<file path="config.mk">
export PLATFORM = sky130hd
export DESIGN_NAME = run_sequencer
export DESIGN_NICKNAME = d
export VERILOG_FILES = /design/src/rtl/run_seq_pkg.sv /design/src/rtl/sat_counter.sv /design/src/rtl/run_sequencer.sv
export SDC_FILE = /design/constraint.sdc
export NUM_CORES = 1
export LEC_CHECK = 0
export ABC_CLOCK_PERIOD_IN_PS = 7600
export CELL_PAD_IN_SITES_DETAIL_PLACEMENT = 0
export CELL_PAD_IN_SITES_GLOBAL_PLACEMENT = 1
export CORE_MARGIN = 3
export CORE_UTILIZATION = 35
export CTS_CLUSTER_DIAMETER = 150
export DETAILED_ROUTE_END_ITERATION = 12
export DONT_BUFFER_PORTS = 1
export PLACE_DENSITY_LB_ADDON = 0.05
export SETUP_SLACK_MARGIN = 0.4
export SLEW_MARGIN = 10
export SYNTH_ARGS = -nofsm -noshare
export SYNTH_HDL_FRONTEND = slang
export SYNTH_SLANG_ARGS = --single-unit
</file>
<file path="constraint.sdc">
create_clock -name clock -period 7.6 [get_ports clock]
set_input_delay 0.38 -clock clock [delete_from_list [all_inputs] [get_ports clock]]
set_output_delay 0.38 -clock clock [all_outputs]
set_load 0.005 [all_outputs]
</file>
<file path="src/rtl/run_seq_pkg.sv">
// rtl/run_seq_pkg.sv - state encoding shared by the run sequencer blocks
package run_seq_pkg;

    localparam int STATE_W = 3;

    typedef enum logic [STATE_W-1:0] {
        ST_IDLE  = 3'd0,
        ST_LOAD  = 3'd1,
        ST_READY = 3'd2,
        ST_RUN   = 3'd3,
        ST_STEP  = 3'd4,
        ST_HALT  = 3'd5
    } state_e;

    function automatic state_e exec_state(input logic step_mode);
        return step_mode ? ST_STEP : ST_RUN;
    endfunction

endpackage

</file>
<file path="src/rtl/sat_counter.sv">
// rtl/sat_counter.sv - saturating up counter with synchronous clear
module sat_counter #(
    parameter int WIDTH = 32
) (
    input  logic             clock,
    input  logic             reset,
    input  logic             inc,
    input  logic             clr,
    output logic [WIDTH-1:0] count
);

    logic [WIDTH-1:0] count_q;
    logic [WIDTH-1:0] count_d;

    always_comb begin
        count_d = count_q;
        if (clr) begin
            count_d = '0;
        end else if (inc && (count_q != '1)) begin
            count_d = count_q + 1'b1;
        end
    end

    always_ff @(posedge clock or negedge reset) begin
        if (!reset) begin
            count_q <= '0;
        end else begin
            count_q <= count_d;
        end
    end

    assign count = count_q;

endmodule

</file>
<file path="src/rtl/run_sequencer.sv">
// rtl/run_sequencer.sv - program load, run, single-step and breakpoint controller
module run_sequencer
    import run_seq_pkg::*;
#(
    parameter int unsigned LOAD_TIMEOUT = 200_000_000,
    parameter int          CNT_W        = 32
) (
    input  logic             clock,
    input  logic             reset,
    input  logic             pg_req,
    input  logic             start_req,
    input  logic             step_mode,
    input  logic             step_req,
    input  logic             upg_done_i,
    input  logic             bp_en,
    input  logic [31:0]      bp_addr,
    input  logic [31:0]      pc,
    output logic             upg_rst_o,
    output logic             cpu_rst_o,
    output logic             cpu_en,
    output logic [2:0]       state_o,
    output logic             halted,
    output logic             load_err,
    output logic [CNT_W-1:0] instr_count
);

    localparam int TMO_W = (LOAD_TIMEOUT > 2) ? $clog2(LOAD_TIMEOUT) : 1;
    localparam logic [TMO_W-1:0] TMO_LAST = TMO_W'(LOAD_TIMEOUT - 1);

    state_e           state_q, state_d;
    logic [TMO_W-1:0] tmo_cnt_q, tmo_cnt_d;
    logic             load_err_q, load_err_d;
    logic             bp_mask_q, bp_mask_d;
    logic             bp_hit;
    logic             load_entry;
    logic             unused_addr_bits;

    // Only word addresses are compared; byte offset bits carry no meaning here.
    assign unused_addr_bits = ^{pc[1:0], bp_addr[1:0]};
    assign bp_hit = bp_en && (pc[31:2] == bp_addr[31:2]) && !bp_mask_q;

    always_comb begin
        state_d    = state_q;
        tmo_cnt_d  = tmo_cnt_q;
        load_err_d = load_err_q;
        bp_mask_d  = bp_mask_q;
        cpu_en     = 1'b0;
        load_entry = 1'b0;

        case (state_q)
            ST_IDLE: begin
                if (pg_req)         state_d = ST_LOAD;
                else if (start_req) state_d = exec_state(step_mode);
            end
            ST_LOAD: begin
                if (upg_done_i) begin
                    state_d = ST_READY;
                end else if (tmo_cnt_q == TMO_LAST) begin
                    state_d    = ST_IDLE;
                    load_err_d = 1'b1;
                end else begin
                    tmo_cnt_d = tmo_cnt_q + 1'b1;
                end
            end
            ST_READY: begin
                if (pg_req)         state_d = ST_LOAD;
                else if (start_req) state_d = exec_state(step_mode);
            end
            ST_RUN: begin
                cpu_en = !bp_hit;
                if (pg_req)         state_d = ST_LOAD;
                else if (bp_hit)    state_d = ST_HALT;
                else if (step_mode) state_d = ST_STEP;
            end
            ST_STEP: begin
                cpu_en = step_req;
                if (pg_req)          state_d = ST_LOAD;
                else if (!step_mode) state_d = ST_RUN;
            end
            ST_HALT: begin
                if (pg_req)         state_d = ST_LOAD;
                else if (start_req) state_d = exec_state(step_mode);
            end
            default: state_d = ST_IDLE;
        endcase

        if ((state_d == ST_LOAD) && (state_q != ST_LOAD)) begin
            load_entry = 1'b1;
            tmo_cnt_d  = '0;
            load_err_d = 1'b0;
        end

        // Resuming from a breakpoint must let the halted instruction through once.
        if ((state_q == ST_HALT) && (state_d != ST_HALT)) begin
            bp_mask_d = 1'b1;
        end else if (cpu_en) begin
            bp_mask_d = 1'b0;
        end
    end

    always_ff @(posedge clock or negedge reset) begin
        if (!reset) begin
            state_q    <= ST_IDLE;
            tmo_cnt_q  <= '0;
            load_err_q <= 1'b0;
            bp_mask_q  <= 1'b0;
        end else begin
            state_q    <= state_d;
            tmo_cnt_q  <= tmo_cnt_d;
            load_err_q <= load_err_d;
            bp_mask_q  <= bp_mask_d;
        end
    end

    always_comb begin
        upg_rst_o = (state_q != ST_LOAD);
        cpu_rst_o = !((state_q == ST_RUN) || (state_q == ST_STEP) || (state_q == ST_HALT));
        halted    = (state_q == ST_HALT);
        state_o   = state_q;
        load_err  = load_err_q;
    end

    sat_counter #(
        .WIDTH(CNT_W)
    ) u_instr_cnt (
        .clock (clock),
        .reset (reset),
        .inc   (cpu_en),
        .clr   (load_entry),
        .count (instr_count)
    );

endmodule

</file>
Yosys cells after proc, flatten, opt, wreduce, memory -nomap -nowiden
Cells that the tools add are included.
- bits in registers: 65
- input bits: 72
- output and inout port bits: 40
- word-level logic and storage cells: 63
- $add $sub $neg: 2
- equal/unequal tests: 13
- multiplexer cells: 25
- reductions and logical operators: 18
- operators by type and width (kind ; number):
    28-bit two-way mux ; 4
    32-bit two-way mux ; 2
    32-bit by 1-bit adder with 32-bit output, second input constant ; 1
    32-bit != test, second input constant ; 1
    30-bit == test ; 1
    3-bit two-way mux ; 10
    28-bit by 1-bit adder with 28-bit output, second input constant ; 1
    28-bit == test, second input constant ; 1
    3-bit one-hot mux with 4 select lines ; 1
    2-bit nonzero test ; 4
    1-bit two-way mux ; 7
    3-bit by 1-bit == test with 1-bit output, second input constant ; 2
    3-bit by 2-bit == test with 1-bit output, second input constant ; 2
    3-bit == test, second input constant ; 2
    3-bit AND reduction ; 2
    1-bit logical AND ; 5
    2-bit by 1-bit != test with 1-bit output, second input constant ; 2
    1-bit logical NOT ; 3
    3-bit logical NOT ; 1
    3-bit by 1-bit != test with 1-bit output, second input constant ; 1
    3-bit != test, second input constant ; 1
    3-bit OR reduction ; 1
    1-bit logical OR ; 2
    1-bit one-hot mux with 2 select lines ; 1

Longest topological paths before layout
Gate-level depths: netlist (run 1).
- depth after elaboration: 10
- gate-level depth with buffers: 9
- mapped depth without buffers: 8

By module
Synthesis (run 1) repeated with hierarchy kept, for this count alone.
- cell total of the unflattened synthesis: 469
- area, all modules: 4272.8 µm²
- modules (own cells, without submodules) (module ; instances ; cells an instance ; area an instance (µm²) ; sequential area each (µm²)):
    run_sequencer ; 1 ; 271 ; 2418.6 ; 825.8
    sat_counter ; 1 ; 198 ; 1854.3 ; 800.8

Least setup slack after synthesis (run 1)
No wires, ideal clock.
- path type: register to register
- from: reg u_instr_cnt.count_q[0], in the netlist u_instr_cnt.count[0]
- to: reg u_instr_cnt.count_q[30], in the netlist u_instr_cnt.count[30]
- library setup time: 73 ps
- data arrival time: 2391 ps
- required time: 7527 ps
- slack: 5136 ps
- cell stages (with the launch flop): 9
- buffers on the path: 1
- clock period less this slack: 2464 ps
- cell sequence: dfrtp_1 ha_1 and3_1 nand3_1 or4_1 buf_2 or4_1 or3_1 a21oi_2
- cells in the longest elaborated chain, start to end: 3
- elaborated cells on any way between the ends: 6
- those cells by class: add/sub (1); eq/ne (1); mux (2); reduce/logical (2)
- RTL lines (element ; line ; text):
    start: declaration ; sat_counter.sv:12 ; logic [WIDTH-1:0] count_q;
    start signal: assignment ; sat_counter.sv:28 ; count_q <= count_d;
    32-bit by 1-bit adder with 32-bit output / 32-bit != test (equally long branches) ; sat_counter.sv:20, sat_counter.sv:19 ;
    32-bit two-way mux / 1-bit logical AND (equally long branches) ; sat_counter.sv:19 ; end else if (inc && (count_q != '1)) begin
    32-bit two-way mux / 2-bit nonzero test (equally long branches) ; -- ;
Parallel ways exist; a longest one is shown, timed or not. The select of a mux whose other input is x is not followed.
A chain may end at the register's enable or synchronous reset.

Worst setup path after layout (run 1)
- from: reg bp_mask_q
- to: reg tmo_cnt_q[3]
- cells in the longest elaborated chain, start to end: 9
- elaborated cells on any way between the ends: 12
- those cells by class: eq/ne (3); mux (4); reduce/logical (5)
- RTL lines (element ; line ; text):
    start: declaration ; run_sequencer.sv:33 ; logic bp_mask_q, bp_mask_d;
    start signal: assignment ; run_sequencer.sv:111 ; bp_mask_q <= bp_mask_d;
    1-bit logical NOT * ; run_sequencer.sv:40 ; assign bp_hit = bp_en && (pc[31:2] == bp_addr[31:2]) && !bp_mask_q;
    1-bit logical AND * ; run_sequencer.sv:40 ;
    3-bit two-way mux * ; run_sequencer.sv:72 ; else if (bp_hit) state_d = ST_HALT;
    3-bit two-way mux * ; run_sequencer.sv:71 ; if (pg_req) state_d = ST_LOAD;
    3-bit one-hot mux with 4 select lines * ; run_sequencer.sv:50 ; case (state_q)
    via state_d[1] ; run_sequencer.sv:30 ; state_e state_q, state_d;
    3-bit by 1-bit == test with 1-bit output * ; run_sequencer.sv:87 ; if ((state_d == ST_LOAD) && (state_q != ST_LOAD)) begin
    1-bit logical AND * ; run_sequencer.sv:87 ;
    2-bit by 1-bit != test with 1-bit output (no source line) / 2-bit nonzero test (equally long branches) ; -- ;
    3-bit AND reduction (no source line) ; -- ;
    end signal: assignment ; run_sequencer.sv:109 ; tmo_cnt_q <= tmo_cnt_d;
    end: declaration ; run_sequencer.sv:31 ; logic [TMO_W-1:0] tmo_cnt_q, tmo_cnt_d;
The timed path passes the listed nets; every way through them passes the cells marked *.

==> results of run 1 <==
-- worst paths after layout --
check	end	slack, ns	depth (start not counted)
min reg2reg	bp_mask_q	0.52	1
max in group asynchronous	tmo_cnt_q[2]	6.71	2
max	tmo_cnt_q[3]	4.32	8
min in group asynchronous	u_instr_cnt.count[10]	0.59	2
max reg2reg	tmo_cnt_q[3]	4.32	8
min	state_o[2]	0.17	1
-- cell type report --
cell class | count | area [um2] | area share
Multi-Input combinational cell | 355 | 2218 | 0.5020
Sequential cell | 65 | 1627 | 0.3681
Clock buffer | 14 | 284.0 | 0.06427
Tap cell | 140 | 175.2 | 0.03964
Timing Repair Buffer | 4 | 52.55 | 0.01189
Inverter | 14 | 52.55 | 0.01189
Clock inverter | 2 | 10.01 | 0.002265
-- stage by stage --
| step | total power [W] | std cells | hold slack [ns] | area, um2 |
|---|---|---|---|---|
| 2_1_floorplan | 0.0006336 | 447 | 0.08441 | 3971 |
| 3_3_place_gp | 0.0006981 | 576 | 0.08591 | 4088 |
| 3_5_place_dp | 0.0007012 | 576 | 0.08599 | 4088 |
| 4_1_cts | 0.001134 | 594 | 0.1562 | 4419 |
| 5_1_grt | 0.001180 | 594 | 0.1622 | 4419 |
| 6_report | 0.001106 | 594 | 0.1684 | 4419 |
-- cell families after synthesis --
group | share of synthesized area
and+or+nand+nor | 0.2836
AOI/OAI and AO/OA | 0.1156
xor gates and xnor gates | 0.1456
DFF | 0.4096
buffers and inverters | 0.03182
muxes | 0.007562
adders and majority gates | 0.006300
-- synth_stat cells (4+ instances only) --
cell type	number	area share
a21oi_1	21	0.026
a31oi_1	6	0.0095
and3_1	6	0.0095
buf_2	5	0.0063
clkbuf_1	5	0.0047
dfrtp_1	65	0.41
inv_1	14	0.013
nand2_1	31	0.029
nand3_1	19	0.024
nand4_1	19	0.030
nor2_1	66	0.062
nor3_1	16	0.020
nor4_1	4	0.0063
o21ai_0	26	0.033
o31ai_1	5	0.0095
or3_1	13	0.020
or4_1	8	0.015
xnor2_1	51	0.11
xor2_1	15	0.033
-- state kept, by name, indices dropped and copies added (netlist names) --
register / count
u_instr_cnt.count: 32
tmo_cnt_q: 28
state_o: 3
bp_mask_q: 1
load_err: 1
-- power breakdown --
part / internal, W / switching [W] / total, W
registers: 0.000377 / 0.0000578 / 0.000435
clock network: 0.000255 / 0.000155 / 0.000411
logic: 0.0000855 / 0.000175 / 0.000260
-- layer usage --
metal  track usage  vias to the layer above  share of wire  wire length, um
met2        0.2718                       86           0.47             4840
met1        0.2098                     1502           0.45             4647
met5             0                        -              0                0
met3       0.05499                       16          0.064              659
li1              -                     1602              -                -
met4       0.06250                        0          0.017              174
==> impl_metrics.toml, run 1 <==
[clocking]
root_buffer = "clkbuf_16"
h-tree-depth = 3
cts.sinks = 65
cts_tree = "built"
cts-buffers-inserted = 9
clkLatencyLatePin_ns = 0.34
clock_path_buffers = 2
cts.repair.resized = 0
cts_setup_buffers = 0
clk_pin_slew_worst_paths_ns = 0.06
hold_buffers = 2

[worst_setup_path]
max_stage_delay_ns = 0.70
crit_family = "simple AND/OR/NAND/NOR gates"
cp-start-kind = "flip-flop"
cpMaxStageDelayCell = "nor4b_4"
arrival_ns = 3.48
critPathKind = "reg2reg"
worstSetupStartpoint = "bp_mask_q"
cp.required_ns = 7.80
r2r-start = "bp_mask_q"
critPathMaxFanout = 49
path_buf_inv = 1
crit_chain = "nor2b_1 -> nand4_1 -> nor4_2 -> a2111oi_0 -> a211o_1 -> nor4b_4 -> buf_4 -> nor2_1"
end_kind = "flip-flop"

[outcome]
status = "finished clean"

[global_routing]
grt_pass1_wl_mm = 16.79
overflow = 0
grt_max_degree = 66
gr-usage-all-layers = 0.1680
antenna_found_initial = 0
grt_pass1_vias = 3235

[detailed_routing]
drt_iter0_markers = 120
dr.pass1.iters = 4
vias = 3206
drcViolationCount = 0
viasPerCell = 5.397
wire_per_inst_um = 17.38
detail-route-antenna-nets = 0
routed_wirelength_mm = 10.32

[layout]
mostFrequentLayoutCell = "nor2_1"
final_nets = 523
final_util = 0.4024
nFillCells = 1111
diodes = 0
final_cell_mix = "nor2_1, dfrtp_1, xnor2_1"
drive_gt1_frac = 0.06608
syn2layout_area_growth_pct = 11.28

[synthesis]
synth_area_um2 = 3971
ys_types = 57
synth_edf_count = 0
syn_inst = 447
synthFlopType = "dfrtp_1"
yosys_warnings = 0
synth_nets = 521
syn_area_per_cell_um2 = 8.884
yosysSeqAreaShare = 0.4096
async_flop_share = 1.000
synth-seq-cells = 65

[floorplan]
die-height_um = 112.5
start_util = 0.3616
num_rows = 38
core_area_um2 = 10980
io_pins = 112
die_w_um = 112.5
dieArea_um2 = 12660

[worst_hold_path]
min_path_type = "in2reg"
hp-start = "pg_req"

[sta]
setup_viol = 0
worst_slew_pin_slew_ns = 0.9294
hold_viol_final = 0
tns_ns = 0
drv_slew = 0
rsz0062_at_grt = "false"
clock_skew_ns = 0.007719
post-route-period-util = 0.4316
slew_headroom = 0.3788
max_freq_ghz = 0.3049
period_needed_ns = 3.280
worst_slack_ns = 4.320

[placed_design]
gp_congestion = 0.7437
dp_slack_ns = 4.129
dp_hpwl_mm = 7.030
port_buffers = 0

[power]
p_per_area_nw_per_um2 = 250.3
ir_drop_v = 0.0001367
leakagePower_nw = 1.685

[run]
max_cap_viol_count = 0
(Power assumes the default switching activity.)
==> inputs of run 2 (changes only) <==
- ABC_CLOCK_PERIOD_IN_PS: 7600 -> 3300
- clock period: 7.6 -> 3.3 ns (I/O delays scaled with it)
==> run 2 against run 1 <==
Power is 140% higher. Sequential share of layout area shrank 1.0 points. Register-to-register slack worse by 3.7 ns. Critical endpoint is now u_instr_cnt.count[29]. Highest routed layer unchanged.
==> impl_metrics.toml, run 2 (synthesis gave the netlist of run 1 again) <==
[sta]
hold_viol_final = 0
tns_ns = 0
clock_skew_ns = 0.006215
setup_viol = 0
max_freq_ghz = 0.3758
slew_headroom = 0.4942
whs_ns = 0.04540
worst_slew_pin_slew_ns = 0.7588
drv_slew = 0
post-route-period-util = 0.8063
rsz0062_at_grt = "false"
worst_slack_ns = 0.6393
period_needed_ns = 2.661

[global_routing]
grt_max_degree = 66
grt_pass1_vias = 3447
gr-usage-all-layers = 0.1688
grt_pass1_wl_mm = 17.35
overflow = 0
antenna_found_initial = 0

[layout]
nFillCells = 1121
drive_gt1_frac = 0.09442
diodes = 0
largest_reg_flops = 32
final_cell_mix = "nor2_1, dfrtp_1, xnor2_1"
final_util = 0.4139
syn2layout_area_growth_pct = 14.46
final_nets = 536
design_area_um2 = 4546
mostFrequentLayoutCell = "nor2_1"

[detailed_routing]
detail-route-antenna-nets = 0
viasPerCell = 5.454
dr.pass1.iters = 5
routed_wirelength_mm = 10.24
wire_per_inst_um = 16.90
drt_iter0_markers = 142
drcViolationCount = 0
vias = 3305

[floorplan]
start_util = 0.3616
io_pins = 112
num_rows = 38
die-height_um = 112.5
dieArea_um2 = 12660
core_area_um2 = 10980
die_w_um = 112.5

[clocking]
cts.sinks = 65
clkLatencyLatePin_ns = 0.33
clk_pin_slew_worst_paths_ns = 0.05
clock_path_buffers = 2
cts_tree = "built"
root_buffer = "clkbuf_16"
h-tree-depth = 3
cts-buffers-inserted = 9

[worst_setup_path]
r2r.worst_path.cells = 8
critPathMaxFanout = 15
r2r-start = "u_instr_cnt.count[5]"
cp.required_ns = 3.55
crit_chain = "and4_4 -> nand4_4 -> or3_1 -> a2111oi_1 -> buf_4 -> nor2_2 -> or3_1 -> a21oi_1"
cp-start-kind = "flip-flop"
cpMaxStageDelayCell = "dfrtp_1"
reg2reg_slack_ns = 0.64
max_stage_delay_ns = 0.45
worstSetupStartpoint = "u_instr_cnt.count[5]"
regToRegEndpoint = "u_instr_cnt.count[29]"
critPathKind = "reg2reg"
cpMostUsedCell = "or3_1"
arrival_ns = 2.92
end_kind = "flip-flop"

[power]
leakagePower_nw = 1.753
seqPwrFrac = 0.375
p_per_area_nw_per_um2 = 581.2
swShare = 0.3403
power_frac_clock = 0.366
ir_drop_v = 0.0002525
switching_power_w = 0.0008990
internal_power_w = 0.001743
p_comb_frac = 0.259

[placed_design]
dp_hpwl_mm = 7.159
port_buffers = 0
dpl_cell_area_um2 = 4183
gp_congestion = 0.7451
dp_slack_ns = 0.2758

[worst_hold_path]
hp-start = "upg_done_i"
whs_path_depth = 1
min_path_type = "in2reg"
whs_endpoint = "state_o[1]"

[run]
max_cap_viol_count = 0

[outcome]
status = "finished clean"
[run 2: worst max path at each step]
stage,end,slack [ns],cells after the start
6_report,u_instr_cnt.count[29],0.64,8
5_1_grt,u_instr_cnt.count[15],0.40,6
4_1_cts,u_instr_cnt.count[22],0.45,8
3_5_place_dp,u_instr_cnt.count[2],0.28,8
3_3_place_gp,u_instr_cnt.count[2],0.30,8
2_1_floorplan,u_instr_cnt.count[30],0.84,8
[run 2: timing repair]
item,4_1_cts,5_1_grt
endpoints found under the setup margin,44,61
resized for setup,0,3
hold endpoints to repair,66,0
setup buffers,1,0
hold buffers,3,0
cloned,0,0
[run 2: layout make-up]
class / instances / area, um2 / area share
multi-input combinational: 355 / 2228 / 0.4902
sequential: 65 / 1628 / 0.3581
clock buffer: 12 / 256.5 / 0.05643
tap: 140 / 175.2 / 0.03854
timing repair buffer: 17 / 165.2 / 0.03633
inverter: 14 / 52.55 / 0.01156
clock inverter: 3 / 40.04 / 0.008808
[run 2: worst max-delay path, delay by kind of cell (launching register included)]
family,cells,cell delay (ns)
AOI/OAI and AO/OA,2,0.52
buffers and inverters,1,0.20
DFF,1,0.45
and+or+nand+nor,5,1.41
[run 2: metrics by stage]
| step | power [W] | cells |
|---|---|---|
| floorplan | 0.001459 | 447 |
| global placement | 0.001663 | 587 |
| detailed placement | 0.001673 | 587 |
| CTS | 0.002693 | 606 |
| global route | 0.002807 | 606 |
| finish | 0.002642 | 606 |
[run 2: per-layer routing]
metal / routed length (um) / track usage / vias up
li1: - / - / 1628
met1: 4728 / 0.2146 / 1585
met2: 4821 / 0.2797 / 85
met3: 610 / 0.05714 / 7
met4: 82 / 0.03686 / 0
met5: 0 / 0 / -
[run 2: power by group through the flow]
stage / registers, W / clock network [W] / logic, W
floorplan: 0.000970 / 0 / 0.000489
global placement: 0.00101 / 0 / 0.000658
detailed placement: 0.00101 / 0 / 0.000667
CTS: 0.000993 / 0.000998 / 0.000702
global route: 0.00101 / 0.00103 / 0.000773
finish: 0.000991 / 0.000966 / 0.000685
==> inputs of run 3 (changes only) <==
- ABC_CLOCK_PERIOD_IN_PS: 3300 -> 2400
- clock period: 3.3 -> 2.4 ns (I/O delays scaled with it)
==> run 3 against run 2 <==
First-iteration DRC count grew 4.9%. Sequential share of layout area shrank 8.6 points. Power grew 93%. Routed wire length up 16%. Combinational power increased to 3.8 times the previous value. Global-route usage grew 1.8 points. Clock skew is essentially flat. Largest power group is now combinational cells. Cell area grew 32%. Largest cell class unchanged. Die area is the same. Utilization is 13 points higher.
==> impl_metrics.toml, run 3 (synthesis gave the netlist of run 1 again) <==
[worst_setup_path]
r2r-start = "bp_mask_q"
max_stage_delay_ns = 0.37
arrival_ns = 2.52
cp-start-kind = "flip-flop"
cp.required_ns = 2.62
r2r.worst_path.cells = 11
path_buf_inv = 4
crit_family = "simple AND/OR/NAND/NOR gates"
critPathMaxFanout = 5
reg2reg_slack_ns = 0.1
crit_chain = "nor2b_1 -> nand4_1 -> nor4_4 -> buf_4 -> a21oi_2 -> o211ai_1 -> nor4b_4 -> buf_6 -> buf_12 -> buf_16 -> nor2_2"
cpMaxStageDelayCell = "dfrtp_1"
critPathKind = "reg2reg"
regToRegEndpoint = "tmo_cnt_q[0]"
end_kind = "flip-flop"

[sta]
drv_slew = 0
whs_ns = 0.1359
post-route-period-util = 0.9588
setup_viol = 0
clock_skew_ns = 0.006480
period_needed_ns = 2.301
hold_viol_final = 0
rsz0062_at_grt = "true"
max_freq_ghz = 0.4346
worst_slack_ns = 0.09881
slew_headroom = 0.6578
worst_slew_pin_slew_ns = 0.5086

[power]
switching_power_w = 0.001793
internal_power_w = 0.003299
p_comb_frac = 0.512
ir_drop_v = 0.0004547
seqPwrFrac = 0.253
swShare = 0.3522
p_per_area_nw_per_um2 = 850.8
finalPower_w = 0.005093
leakagePower_nw = 2.270
power_frac_clock = 0.235

[global_routing]
gr-usage-all-layers = 0.1869
overflow = 0
grt_pass1_wl_mm = 18.93
grt_pass1_vias = 3621
antenna_found_initial = 0
grt_max_degree = 66

[detailed_routing]
vias = 3724
wire_per_inst_um = 16.92
viasPerCell = 5.320
drcViolationCount = 0
routed_wirelength_mm = 11.85
dr.pass1.iters = 4
detail-route-antenna-nets = 0
drt_iter0_markers = 149

[floorplan]
core_area_um2 = 10980
num_rows = 38
io_pins = 112
dieArea_um2 = 12660
start_util = 0.3616
die-height_um = 112.5
die_w_um = 112.5

[worst_hold_path]
whs_endpoint = "load_err"
min_path_type = "in2reg"
whs_path_depth = 3
hp-start = "upg_done_i"

[layout]
largest_reg_flops = 32
syn2layout_area_growth_pct = 50.72
mostFrequentLayoutCell = "buf_4"
diodes = 0
final_cell_mix = "buf_4, dfrtp_1, xnor2_1"
final_cells = 700
final_nets = 631
drive_gt1_frac = 0.4036
nFillCells = 1012

[clocking]
cts_tree = "built"
clk_pin_slew_worst_paths_ns = 0.05
clkLatencyLatePin_ns = 0.33
clock_path_buffers = 2
root_buffer = "clkbuf_16"
h-tree-depth = 3
cts-buffers-inserted = 9
cts.sinks = 65

[placed_design]
dp_hpwl_mm = 7.739
dp.cells = 640
dp_slack_ns = -0.05728
port_buffers = 0
gp_congestion = 0.7485

[outcome]
status = "finished clean"

[run]
max_cap_viol_count = 0
-- run 3: routing by layer --
layer / part of all wire / wire (um) / vias to the layer above / GRT usage
li1: - / - / 1826 / -
met1: 0.46 / 5481 / 1801 / 0.2497
met2: 0.48 / 5658 / 85 / 0.2976
met3: 0.046 / 543 / 12 / 0.04528
met4: 0.014 / 161 / 0 / 0.06330
met5: 0 / 0 / - / 0
-- run 3: area by class of cell --
class                   instances  area (um2)  area share
flip-flops and latches         65        1632      0.2726
multi-input cells             357        2769      0.4626
inverters                      14       55.05    0.009197
clock buffers                  14       264.0     0.04411
repair buffers                110        1091      0.1823
well taps                     140       175.2     0.02926
-- run 3: through the flow --
step                TNS [ns]  instance area [um2]  utilization
floorplan           -0.04713                 4101            -
global placement     -0.2528                 4703       0.4282
detailed placement   -0.9173                 4703       0.4282
global route         -0.7059                 5986       0.5450
finish                     0                 5986       0.5450
CTS                        0                 5652       0.5146
-- run 3: power groups by stage --
| stage | logic [W] | clock network (W) | registers (W) |
|---|---|---|---|
| 2_1_floorplan | 0.000785 | 0 | 0.00133 |
| 3_3_place_gp | 0.00127 | 0 | 0.00130 |
| 3_5_place_dp | 0.00128 | 0 | 0.00130 |
| 4_1_cts | 0.00234 | 0.00123 | 0.00129 |
| 5_1_grt | 0.00277 | 0.00128 | 0.00130 |
| 6_report | 0.00261 | 0.00119 | 0.00129 |
-- run 3: timing repair --
item,in CTS,in global routing
buffers inserted,19,12
hold endpoints to repair,67,0
cloned,9,2
gates resized for setup,69,56
pin swaps,17,20
hold buffers,4,0
endpoints found under the setup margin,63,64
-- run 3: worst max path at each step --
stage	to	cells after the start	start
2_1_floorplan	u_instr_cnt.count[30]	8	u_instr_cnt.count[0]
3_3_place_gp	u_instr_cnt.count[27]	8	state_o[2]
3_5_place_dp	tmo_cnt_q[5]	8	bp_mask_q
4_1_cts	u_instr_cnt.count[7]	10	tmo_cnt_q[0]
5_1_grt	tmo_cnt_q[0]	11	bp_mask_q
6_report	tmo_cnt_q[0]	11	bp_mask_q
-- run 3: worst reg2reg max path: stages, from the launching register on --
cell      delay (ns)
dfrtp_1         0.37
nor2b_1         0.10
nand4_1         0.14
nor4_4          0.30
buf_4           0.19
a21oi_2         0.05
o211ai_1        0.22
nor4b_4         0.30
buf_6           0.22
buf_12          0.14
buf_16          0.13
nor2_2          0.03
